### src/rtl/ysyx_22050039_ifu_fetch_if.sv
// Fetch-stage bundle: EXU redirect, memory read port and the {inst, pc} output handshake.
// master = fetch unit, slave = surrounding system (memory + EXU).
interface ysyx_22050039_ifu_fetch_if #(
    parameter int XLEN     = 64,
    parameter int INST_LEN = 32
);
    logic                redirect_valid;
    logic [XLEN-1:0]     redirect_pc;
    logic                mem_req_valid;
    logic                mem_req_ready;
    logic [XLEN-1:0]     mem_req_addr;
    logic                mem_resp_valid;
    logic [XLEN-1:0]     mem_resp_data;
    logic                out_valid;
    logic                out_ready;
    logic [INST_LEN-1:0] out_inst;
    logic [XLEN-1:0]     out_pc;

    modport master (
        input  redirect_valid, redirect_pc, mem_req_ready, mem_resp_valid, mem_resp_data, out_ready,
        output mem_req_valid, mem_req_addr, out_valid, out_inst, out_pc
    );

    modport slave (
        output redirect_valid, redirect_pc, mem_req_ready, mem_resp_valid, mem_resp_data, out_ready,
        input  mem_req_valid, mem_req_addr, out_valid, out_inst, out_pc
    );
endinterface

### src/rtl/ysyx_22050039_ifu_fetch.sv
// Instruction fetch: one outstanding 8-byte read, pc[2] half select, small instruction FIFO.
// Optional perf counters are compiled in with `define YSYX_22050039_IFU_PERF_EN.
module ysyx_22050039_ifu_fetch #(
    parameter int              XLEN       = 64,
    parameter int              INST_LEN   = 32,
    parameter logic [XLEN-1:0] RESET_PC   = 64'h8000_0000,
    parameter int              FIFO_DEPTH = 2
) (
    input  logic                      clk,
    input  logic                      rst,
    ysyx_22050039_ifu_fetch_if.master bus
`ifdef YSYX_22050039_IFU_PERF_EN
    ,
    output logic [63:0]               perf_fetch_cnt_o,
    output logic [63:0]               perf_stall_cnt_o
`endif
);

    localparam int              PTR_W   = $clog2(FIFO_DEPTH);
    localparam int              CNT_W   = PTR_W + 1;
    localparam logic [CNT_W-1:0] DEPTH_C = CNT_W'(FIFO_DEPTH);
    localparam logic [XLEN-1:0] ALIGN8  = ~XLEN'(7);
    localparam logic [XLEN-1:0] ALIGN4  = ~XLEN'(3);

    typedef enum logic [1:0] {
        S_IDLE,
        S_REQ,
        S_WAIT
    } state_e;

    state_e              state_q;
    logic [XLEN-1:0]     fetch_pc_q;
    logic [XLEN-1:0]     req_pc_q;
    logic                drop_q;
    logic                req_valid_q;
    logic [XLEN-1:0]     req_addr_q;

    logic [PTR_W-1:0]    wr_ptr_q;
    logic [PTR_W-1:0]    rd_ptr_q;
    logic [CNT_W-1:0]    count_q;
    logic [INST_LEN-1:0] inst_mem [FIFO_DEPTH];
    logic [XLEN-1:0]     pc_mem   [FIFO_DEPTH];

    logic                out_valid;
    logic                pop;
    logic                push;
    logic [CNT_W-1:0]    count_after;
    logic [INST_LEN-1:0] inst_sel;
    logic [XLEN-1:0]     redir_pc;

    assign out_valid   = (count_q != '0);
    assign pop         = out_valid & bus.out_ready;
    // A response arriving under a redirect or while draining a stale request never enters the FIFO.
    assign push        = (state_q == S_WAIT) & bus.mem_resp_valid & ~drop_q & ~bus.redirect_valid;
    assign count_after = count_q + CNT_W'(push) - CNT_W'(pop);
    assign inst_sel    = req_pc_q[2] ? bus.mem_resp_data[XLEN-1:INST_LEN]
                                     : bus.mem_resp_data[INST_LEN-1:0];
    assign redir_pc    = bus.redirect_pc & ALIGN4;

    // NOTE: the whole FSM, including its registered request outputs, lives in one always_ff
    // with non-blocking assignments only, so every output is a flop and nothing can latch.
    always_ff @(posedge clk or negedge rst) begin
        if (!rst) begin
            state_q     <= S_IDLE;
            fetch_pc_q  <= RESET_PC;
            req_pc_q    <= '0;
            drop_q      <= 1'b0;
            req_valid_q <= 1'b0;
            req_addr_q  <= '0;
        end else if (bus.redirect_valid) begin
            fetch_pc_q <= redir_pc;
            if ((state_q == S_WAIT) && !bus.mem_resp_valid) begin
                drop_q      <= 1'b1;
                req_valid_q <= 1'b0;
                req_addr_q  <= '0;
            end else begin
                state_q     <= S_REQ;
                drop_q      <= 1'b0;
                req_valid_q <= 1'b1;
                req_addr_q  <= redir_pc & ALIGN8;
            end
        end else begin
            unique case (state_q)
                S_IDLE: begin
                    if (count_q < DEPTH_C) begin
                        state_q     <= S_REQ;
                        req_valid_q <= 1'b1;
                        req_addr_q  <= fetch_pc_q & ALIGN8;
                    end
                end
                S_REQ: begin
                    if (bus.mem_req_ready) begin
                        state_q     <= S_WAIT;
                        req_pc_q    <= fetch_pc_q;
                        fetch_pc_q  <= fetch_pc_q + XLEN'(4);
                        req_valid_q <= 1'b0;
                        req_addr_q  <= '0;
                    end
                end
                S_WAIT: begin
                    if (bus.mem_resp_valid) begin
                        drop_q <= 1'b0;
                        if (drop_q || (count_after < DEPTH_C)) begin
                            state_q     <= S_REQ;
                            req_valid_q <= 1'b1;
                            req_addr_q  <= fetch_pc_q & ALIGN8;
                        end else begin
                            state_q <= S_IDLE;
                        end
                    end
                end
                default: state_q <= S_IDLE;
            endcase
        end
    end

    // Redirect flushes whatever remains after this cycle's pop.
    always_ff @(posedge clk or negedge rst) begin
        if (!rst) begin
            wr_ptr_q <= '0;
            rd_ptr_q <= '0;
            count_q  <= '0;
        end else if (bus.redirect_valid) begin
            wr_ptr_q <= '0;
            rd_ptr_q <= '0;
            count_q  <= '0;
        end else begin
            if (push) wr_ptr_q <= wr_ptr_q + 1'b1;
            if (pop)  rd_ptr_q <= rd_ptr_q + 1'b1;
            count_q <= count_after;
        end
    end

    // NOTE: storage is deliberately not reset; occupancy is tracked by count_q and the
    // outputs are forced to zero when empty, so stale contents are never visible.
    always_ff @(posedge clk) begin
        if (push) begin
            inst_mem[wr_ptr_q] <= inst_sel;
            pc_mem[wr_ptr_q]   <= req_pc_q;
        end
    end

    assign bus.mem_req_valid = req_valid_q;
    assign bus.mem_req_addr  = req_addr_q;
    assign bus.out_valid     = out_valid;
    assign bus.out_inst      = out_valid ? inst_mem[rd_ptr_q] : '0;
    assign bus.out_pc        = out_valid ? pc_mem[rd_ptr_q]   : '0;

`ifdef YSYX_22050039_IFU_PERF_EN
    logic [63:0] perf_fetch_q;
    logic [63:0] perf_stall_q;

    always_ff @(posedge clk or negedge rst) begin
        if (!rst) begin
            perf_fetch_q <= '0;
            perf_stall_q <= '0;
        end else begin
            if (pop)                         perf_fetch_q <= perf_fetch_q + 64'd1;
            if (!out_valid && bus.out_ready) perf_stall_q <= perf_stall_q + 64'd1;
        end
    end

    assign perf_fetch_cnt_o = perf_fetch_q;
    assign perf_stall_cnt_o = perf_stall_q;
`endif

endmodule

### src/flat_wrapper.sv
// flat-port wrapper written by rule: the top's interface ports become plain ports
module ysyx_22050039_ifu_fetch_flat 
#(
    parameter int              XLEN       = 64,
    parameter int              INST_LEN   = 32,
    parameter logic [XLEN-1:0] RESET_PC   = 64'h8000_0000,
    parameter int              FIFO_DEPTH = 2
)
  (clk, rst, bus_redirect_valid, bus_redirect_pc, bus_mem_req_ready, bus_mem_resp_valid, bus_mem_resp_data, bus_out_ready, bus_mem_req_valid, bus_mem_req_addr, bus_out_valid, bus_out_inst, bus_out_pc);
  ysyx_22050039_ifu_fetch_if #(.XLEN(XLEN), .INST_LEN(INST_LEN)) bus_i ();
  input  logic clk;
  input  logic rst;
  input wire logic [$bits(bus_i.redirect_valid)-1:0] bus_redirect_valid;
  input wire logic [$bits(bus_i.redirect_pc)-1:0] bus_redirect_pc;
  input wire logic [$bits(bus_i.mem_req_ready)-1:0] bus_mem_req_ready;
  input wire logic [$bits(bus_i.mem_resp_valid)-1:0] bus_mem_resp_valid;
  input wire logic [$bits(bus_i.mem_resp_data)-1:0] bus_mem_resp_data;
  input wire logic [$bits(bus_i.out_ready)-1:0] bus_out_ready;
  output wire logic [$bits(bus_i.mem_req_valid)-1:0] bus_mem_req_valid;
  output wire logic [$bits(bus_i.mem_req_addr)-1:0] bus_mem_req_addr;
  output wire logic [$bits(bus_i.out_valid)-1:0] bus_out_valid;
  output wire logic [$bits(bus_i.out_inst)-1:0] bus_out_inst;
  output wire logic [$bits(bus_i.out_pc)-1:0] bus_out_pc;
  assign bus_i.redirect_valid = bus_redirect_valid;
  assign bus_i.redirect_pc = bus_redirect_pc;
  assign bus_i.mem_req_ready = bus_mem_req_ready;
  assign bus_i.mem_resp_valid = bus_mem_resp_valid;
  assign bus_i.mem_resp_data = bus_mem_resp_data;
  assign bus_i.out_ready = bus_out_ready;
  assign bus_mem_req_valid = bus_i.mem_req_valid;
  assign bus_mem_req_addr = bus_i.mem_req_addr;
  assign bus_out_valid = bus_i.out_valid;
  assign bus_out_inst = bus_i.out_inst;
  assign bus_out_pc = bus_i.out_pc;
  ysyx_22050039_ifu_fetch #(.XLEN(XLEN), .INST_LEN(INST_LEN), .RESET_PC(RESET_PC), .FIFO_DEPTH(FIFO_DEPTH)) u_core (.clk(clk), .rst(rst), .bus(bus_i));
endmodule
### config.mk
export PLATFORM = sky130hd
export DESIGN_NAME = ysyx_22050039_ifu_fetch_flat
export DESIGN_NICKNAME = d
export VERILOG_FILES = /design/src/rtl/ysyx_22050039_ifu_fetch_if.sv /design/src/rtl/ysyx_22050039_ifu_fetch.sv /design/src/flat_wrapper.sv
export SDC_FILE = /design/constraint.sdc
export NUM_CORES = 1
export LEC_CHECK = 0
export ABC_AREA = 1
export BUFFER_PORTS_ARGS = -buffer_cell sky130_fd_sc_hd__buf_2
export CAP_MARGIN = 20
export CORE_MARGIN = 2
export CORE_UTILIZATION = 60
export CTS_BUF_LIST = sky130_fd_sc_hd__clkbuf_8 sky130_fd_sc_hd__clkbuf_16
export DETAILED_ROUTE_END_ITERATION = 12
export GPL_TIMING_DRIVEN = 0
export PLACE_DENSITY_LB_ADDON = 0.15
export SLEW_MARGIN = 20
export SYNTH_ARGS = -nofsm -noshare
export SYNTH_HDL_FRONTEND = slang
export SYNTH_SLANG_ARGS = --single-unit
### constraint.sdc
create_clock -name clk -period 8.25 [get_ports clk]
set_input_delay 2.475 -clock clk [delete_from_list [all_inputs] [get_ports clk]]
set_output_delay 2.475 -clock clk [all_outputs]
set_load 0.02 [all_outputs]
# Word-level counts from Yosys, hierarchy flattened
# Memories as Yosys holds them, arrays and structs flattened.
# Index checks and enable logic that the tools add are counted.
# W data, S select, Z words.
[word_totals] register_bits=200 mem_bits_rw=192 inputBits=134 out_inout_bits=162 word_cells=86 n_memories=2
[classes] n_addsub=5 order_cmp=2 eq_ne=7 mux=38 bitwise_logic=6 n_reduce_logical=17
[memory_table] name="u_core.pc_mem" depth=2 word_bits=64 rd=1 rd_clocked_by_memory_dff=0 write_ports=1 line="ysyx_22050039_ifu_fetch.sv:42" rtl="logic [XLEN-1:0] pc_mem [FIFO_DEPTH];"
[memory_table] name="u_core.inst_mem" depth=2 word_bits=32 rd=1 rd_clocked_by_memory_dff=0 write_ports=1 line="ysyx_22050039_ifu_fetch.sv:41" rtl="logic [INST_LEN-1:0] inst_mem [FIFO_DEPTH];"
[ops] cell="$mux W64" count=10
[ops] cell="$pmux W64 S3" count=1
[ops] cell="$add A64 B3 Y64 const B" count=1
[ops] cell="$mux W32" count=2
[ops] cell="$mux W1" count=17
[ops] cell="$reduce_bool A2 Y1" count=7
[ops] cell="$mux W2" count=6
[ops] cell="$ne A3 B3 Y1 const B" count=3
[ops] cell="$pmux W2 S3" count=1
[ops] cell="$reduce_and A5 Y1" count=1
[ops] cell="$and A1 B1 Y1" count=4
[ops] cell="$lt A2 B2 Y1 const B" count=2
[ops] cell="$reduce_and A2 Y1" count=2
[ops] cell="$reduce_and A4 Y1" count=1
[ops] cell="$reduce_bool A4 Y1" count=1
[ops] cell="$ne A3 B2 Y1 const B" count=1
[ops] cell="$pmux W1 S3" count=1
[ops] cell="$reduce_and A3 Y1" count=1
[ops] cell="$add A1 B1 Y1 const B" count=2
[ops] cell="$add A2 B1 Y2" count=1
[ops] cell="$eq A2 B1 Y1 const B" count=1
[ops] cell="$eq A2 B2 Y1 const B" count=1
[ops] cell="$logic_not A2 Y1" count=1
[ops] cell="$ne A2 B2 Y1 const B" count=1
[ops] cell="other kinds (5)" count=6

# Longest topological paths before layout
[depth] word_depth=12 depth_mapped=12 depth_no_buf=12

# Worst setup path before layout
# No wires, ideal clock.
[synth_path] path_kind="in2reg" startpoint="in bus_mem_resp_valid" endpoint="mem u_core.inst_mem[0][0] (enable)" setup_time_ns=0.548 arrival_ns=6.949 required_time_ns=7.702 slack_ns=0.753 cell_stages=6 path_buffers=0 path_cell_list="inv_1 > nor3_1 > nand2_1 > nor2_1 > inv_1 > nor2_1"
[synth_via] elab_chain_cells=5
[synth_lines] element="start: declaration" line="flat_wrapper.sv:16" rtl="input wire logic [$bits(bus_i.mem_resp_valid)-1:0] bus_mem_resp_valid;"
[synth_lines] element="$and A1 B1 Y1 (3 in series)" line="ysyx_22050039_ifu_fetch.sv:54" rtl="assign push = (state_q == S_WAIT) & bus.mem_resp_valid & ~drop_q & ~bus.redirect_valid;"
[synth_lines] element="$mux W1" line="ysyx_22050039_ifu_fetch.sv:137" rtl="if (push) begin"
[synth_lines] element="$mux W1 (implied by the code)" line="ysyx_22050039_ifu_fetch.sv:138" rtl="inst_mem[wr_ptr_q] <= inst_sel;"
[synth_lines] element="end: declaration" line="ysyx_22050039_ifu_fetch.sv:41"
# Every way passes these cells.

# Worst setup path after layout
[layout_path] startpoint="reg u_core.count_q[1]" endpoint="out bus_out_inst[9]"
[layout_via] elab_chain_cells=2
[layout_lines] element="start: declaration" line="ysyx_22050039_ifu_fetch.sv:40" rtl="logic [CNT_W-1:0] count_q;"
[layout_lines] element="start signal: assignment" line="ysyx_22050039_ifu_fetch.sv:130" rtl="count_q <= count_after;"
[layout_lines] element="$reduce_bool A2 Y1" line="ysyx_22050039_ifu_fetch.sv:51" rtl="assign out_valid = (count_q != '0);"
[layout_lines] element="$mux W32" line="ysyx_22050039_ifu_fetch.sv:146" rtl="assign bus.out_inst = out_valid ? inst_mem[rd_ptr_q] : '0;"
[layout_lines] element="end: declaration" line="flat_wrapper.sv:22" rtl="output wire logic [$bits(bus_i.out_inst)-1:0] bus_out_inst;"
# Every way passes these cells.

==> flow_metrics.env <==
export IMPL_status="complete, no violations"
export IMPL_ctsHoldBuffers=0
export IMPL_overflow=0
export IMPL_diodes=0
export IMPL_p_per_area_nw_per_um2=323
export IMPL_fmax_mhz=184
export IMPL_cts_max_path_buffers=3
export IMPL_rsz0062_at_grt="false"
export IMPL_r2r_cells=12
export IMPL_cts_setup_buffers=0
export IMPL_end_kind="output pin"
export IMPL_synthCells=2014
export IMPL_post_route_period_util_pct=65.8
export IMPL_power_total_mw=6.91
export IMPL_grt_total_usage_pct=39.5
export IMPL_avgSynthCellArea_sq_um=8.93
export IMPL_timing_final_ws_setup_ps=2820
export IMPL_num_vias=16700
export IMPL_die_y_microns=177
export IMPL_hpwl_mm=45.6
export IMPL_place_area_sq_um=20200
export IMPL_ir_drop_v=0.000230
export IMPL_worstPathMaxFanout=10
export IMPL_htree_levels=2
export IMPL_fin_crit_ps=5430
export IMPL_yosys_area_top_type="edfxtp_1"
export IMPL_die_width_microns=177
export IMPL_rows=63
export IMPL_cp_start_kind="register"
export IMPL_first_pass_iters=6
export IMPL_drt_wl_total_mm=61.9
export IMPL_synth_edff_count=188
export IMPL_viasPerCell=6.01
export IMPL_yosys_area_share_simple_pct=23.2
export IMPL_hold_class="reg2reg"
export IMPL_grt_pass1_vias=16300
export IMPL_ys_async_sr_fraction_pct=50.7
export IMPL_grt_pass1_wl_mm=92.7
export IMPL_synthTopCellsByArea="edfxtp_1, dfrtp_1, nand2_1, a21oi_1, o21ai_0"
export IMPL_cp_cell_sequence="nor2_1, clkbuf_1, clkbuf_1, a21oi_1, buf_2"
export IMPL_ys_ff_latch=381
export IMPL_relSlewSlack_pct=37.1
export IMPL_finalSetupTns_ps=0
export IMPL_finalMaxSlewViolations=0
export IMPL_clk_latency_ps=540
export IMPL_grt_max_degree=77
export IMPL_antenna_found_initial=3
export IMPL_seq_area_frac_synth_pct=58.2
export IMPL_synth_ff_type="dfrtp_1"
export IMPL_worstPathArrival_ps=2950
export IMPL_cts_tree="yes"
export IMPL_maxCapViolCount=0
export IMPL_tightest_slew_ps=943
export IMPL_path_clk_slew_ps=60
export IMPL_yosysWarnings=0
export IMPL_cts_resized=0
export IMPL_cpMaxStageDelayCell="clkbuf_1"
export IMPL_area_delta_synth_final_pct=19.1
export IMPL_fin_area_sq_um=21400
export IMPL_worstSetupPathType="reg2out"
export IMPL_clock_skew_ps=16.1
export IMPL_cts_buffers=38
export IMPL_cp_required_ps=5780
export IMPL_p_leak_nw=9.58
export IMPL_synthAdderAreaFrac_pct=0.209
export IMPL_clock_sinks=381
export IMPL_finalSetupViolations=0
export IMPL_design_core_area_sq_um=29600
export IMPL_r2r_setup_slack_ps=5030
export IMPL_synth_compound_area_share_pct=11.1
export IMPL_hold_ws_ps=475
export IMPL_syn_cell_area_sq_um=18000
export IMPL_io_buffers=287
export IMPL_routabilityCongestion=1.03
export IMPL_synth_top_family_by_area="simple AND/OR/NAND/NOR gates"
export IMPL_dieArea_sq_um=31400
export IMPL_synth_xor_area_share_pct=0.146
export IMPL_route_detailed_drc=0
export IMPL_final_util_pct=72.5
export IMPL_wl_per_cell_microns=22.3
export IMPL_ys_types=42
export IMPL_yosysTopAreaCellShare_pct=31.4
export IMPL_fin_nets=2492
export IMPL_final_antenna_net_count=0
export IMPL_clock_root_buffer="clkbuf_16"
export IMPL_synthMuxAreaShare_pct=2.00
export IMPL_io_pins=296
export IMPL_pre_cts_ws_ps=3080
export IMPL_final_cells=2775
export IMPL_min_path_cells=2
export IMPL_drt_iter0_drc=1949
export IMPL_slowest_delay_ps=620
export IMPL_start_util_pct=60.8
export IMPL_crit_path_frequent_cell="clkbuf_1"
export IMPL_drive_gt1_share_pct=20.7
export IMPL_dp_cells=2705
export IMPL_finalHoldViolCount=0
## placed cells by master, fill, tap and decap left out, drive strengths merged
cell type / Yosys / layout
nand2: 667 / 667
buf: 53 / 350
dfrtp: 192 / 192
edfxtp: 188 / 188
a21oi: 172 / 172
nor2: 167 / 167
o21ai: 155 / 155
nand3: 134 / 134
inv: 101 / 110
clkbuf: 61 / 102
o22ai: 33 / 33
mux2: 32 / 32
nand4: 24 / 24
clkinv: 1 / 18
a31oi: 6 / 6
nor3: 6 / 6
o31ai: 5 / 5
conb: 1 / 5
ha: 3 / 3
xor2: 2 / 2
a22oi: 2 / 2
a21o: 2 / 2
a21boi: 2 / 2
clkinvlp: 0 / 2
xnor2: 1 / 1
or2: 1 / 1
nand3b: 1 / 1
a32o: 1 / 1
bufinv: 0 / 1
dfstp: 1 / 1
## flip-flops by register name, indices dropped and copies added (netlist names), 2 cells and up
register	count
u_core.req_pc_q	62
u_core.bus.mem_req_addr	61
u_core.state_q	2
u_core.count_q	2
u_core.inst_mem	64
u_core.fetch_pc_q	62
u_core.pc_mem	124
## cells in the mapped netlist, drive strengths merged (3+ instances only)
cell type / number
nand2: 667
dfrtp: 192
edfxtp: 188
a21oi: 172
nor2: 167
o21ai: 155
nand3: 134
inv: 101
clkbuf: 61
buf: 53
o22ai: 33
mux2: 32
nand4: 24
a31oi: 6
nor3: 6
o31ai: 5
ha: 3
## cells by family after synthesis
kind of cell	Yosys count
flip-flops	381
AO/OA/AOI/OAI	378
other	1
adder cells (fa/ha/maj)	3
AND/OR/NAND/NOR	1000
XOR/XNOR	3
multiplexers	32
buffers and inverters	216
## critical path: cells and delay by family (launching register included)
kind | cells | cell delay (ps)
compound gates | 1 | 140
buf+inv | 3 | 1370
flops | 1 | 420
simple gates | 1 | 470
## routing by layer
| layer | vias up | routed length (microns) | global-route usage, % | share of wire, % |
|---|---|---|---|---|
| met5 | - | 9 | 0 | 0.015 |
| met4 | 2 | 2540 | 15.7 | 4.1 |
| met3 | 174 | 6370 | 7.88 | 10 |
| met2 | 1075 | 28900 | 64.3 | 47 |
| met1 | 7982 | 24100 | 52.4 | 39 |
| li1 | 7431 | - | - | - |
## layout make-up
type | count | area (sq um)
repair buffers | 297 | 1700
fillers | 2155 | 8130
multi-input cells | 1421 | 6630
clock buffers | 41 | 1030
clock inverters | 29 | 200
inverters | 102 | 383
well taps | 390 | 488
flip-flops and latches | 381 | 10500
plain buffers | 114 | 527
## worst paths after layout
check / start / to
min in group asynchronous: rst / u_core.bus.mem_req_addr[49]
max in group asynchronous: rst / u_core.req_pc_q[27]
min: u_core.bus.mem_req_addr[11] / u_core.bus.mem_req_addr[11]
min reg2reg: u_core.bus.mem_req_addr[11] / u_core.bus.mem_req_addr[11]
max reg2reg: u_core.count_q[1] / u_core.bus.mem_req_addr[40]
max: u_core.count_q[1] / bus_out_inst[9]
## power breakdown
group	internal, mW	switching, mW	leakage [nW]	total (mW)
Combinational	0.686	1.69	4.88	2.38
Clock	0.942	0.757	0.628	1.70
Sequential	2.49	0.346	4.07	2.84
Power figures use the tool's default switching activity.
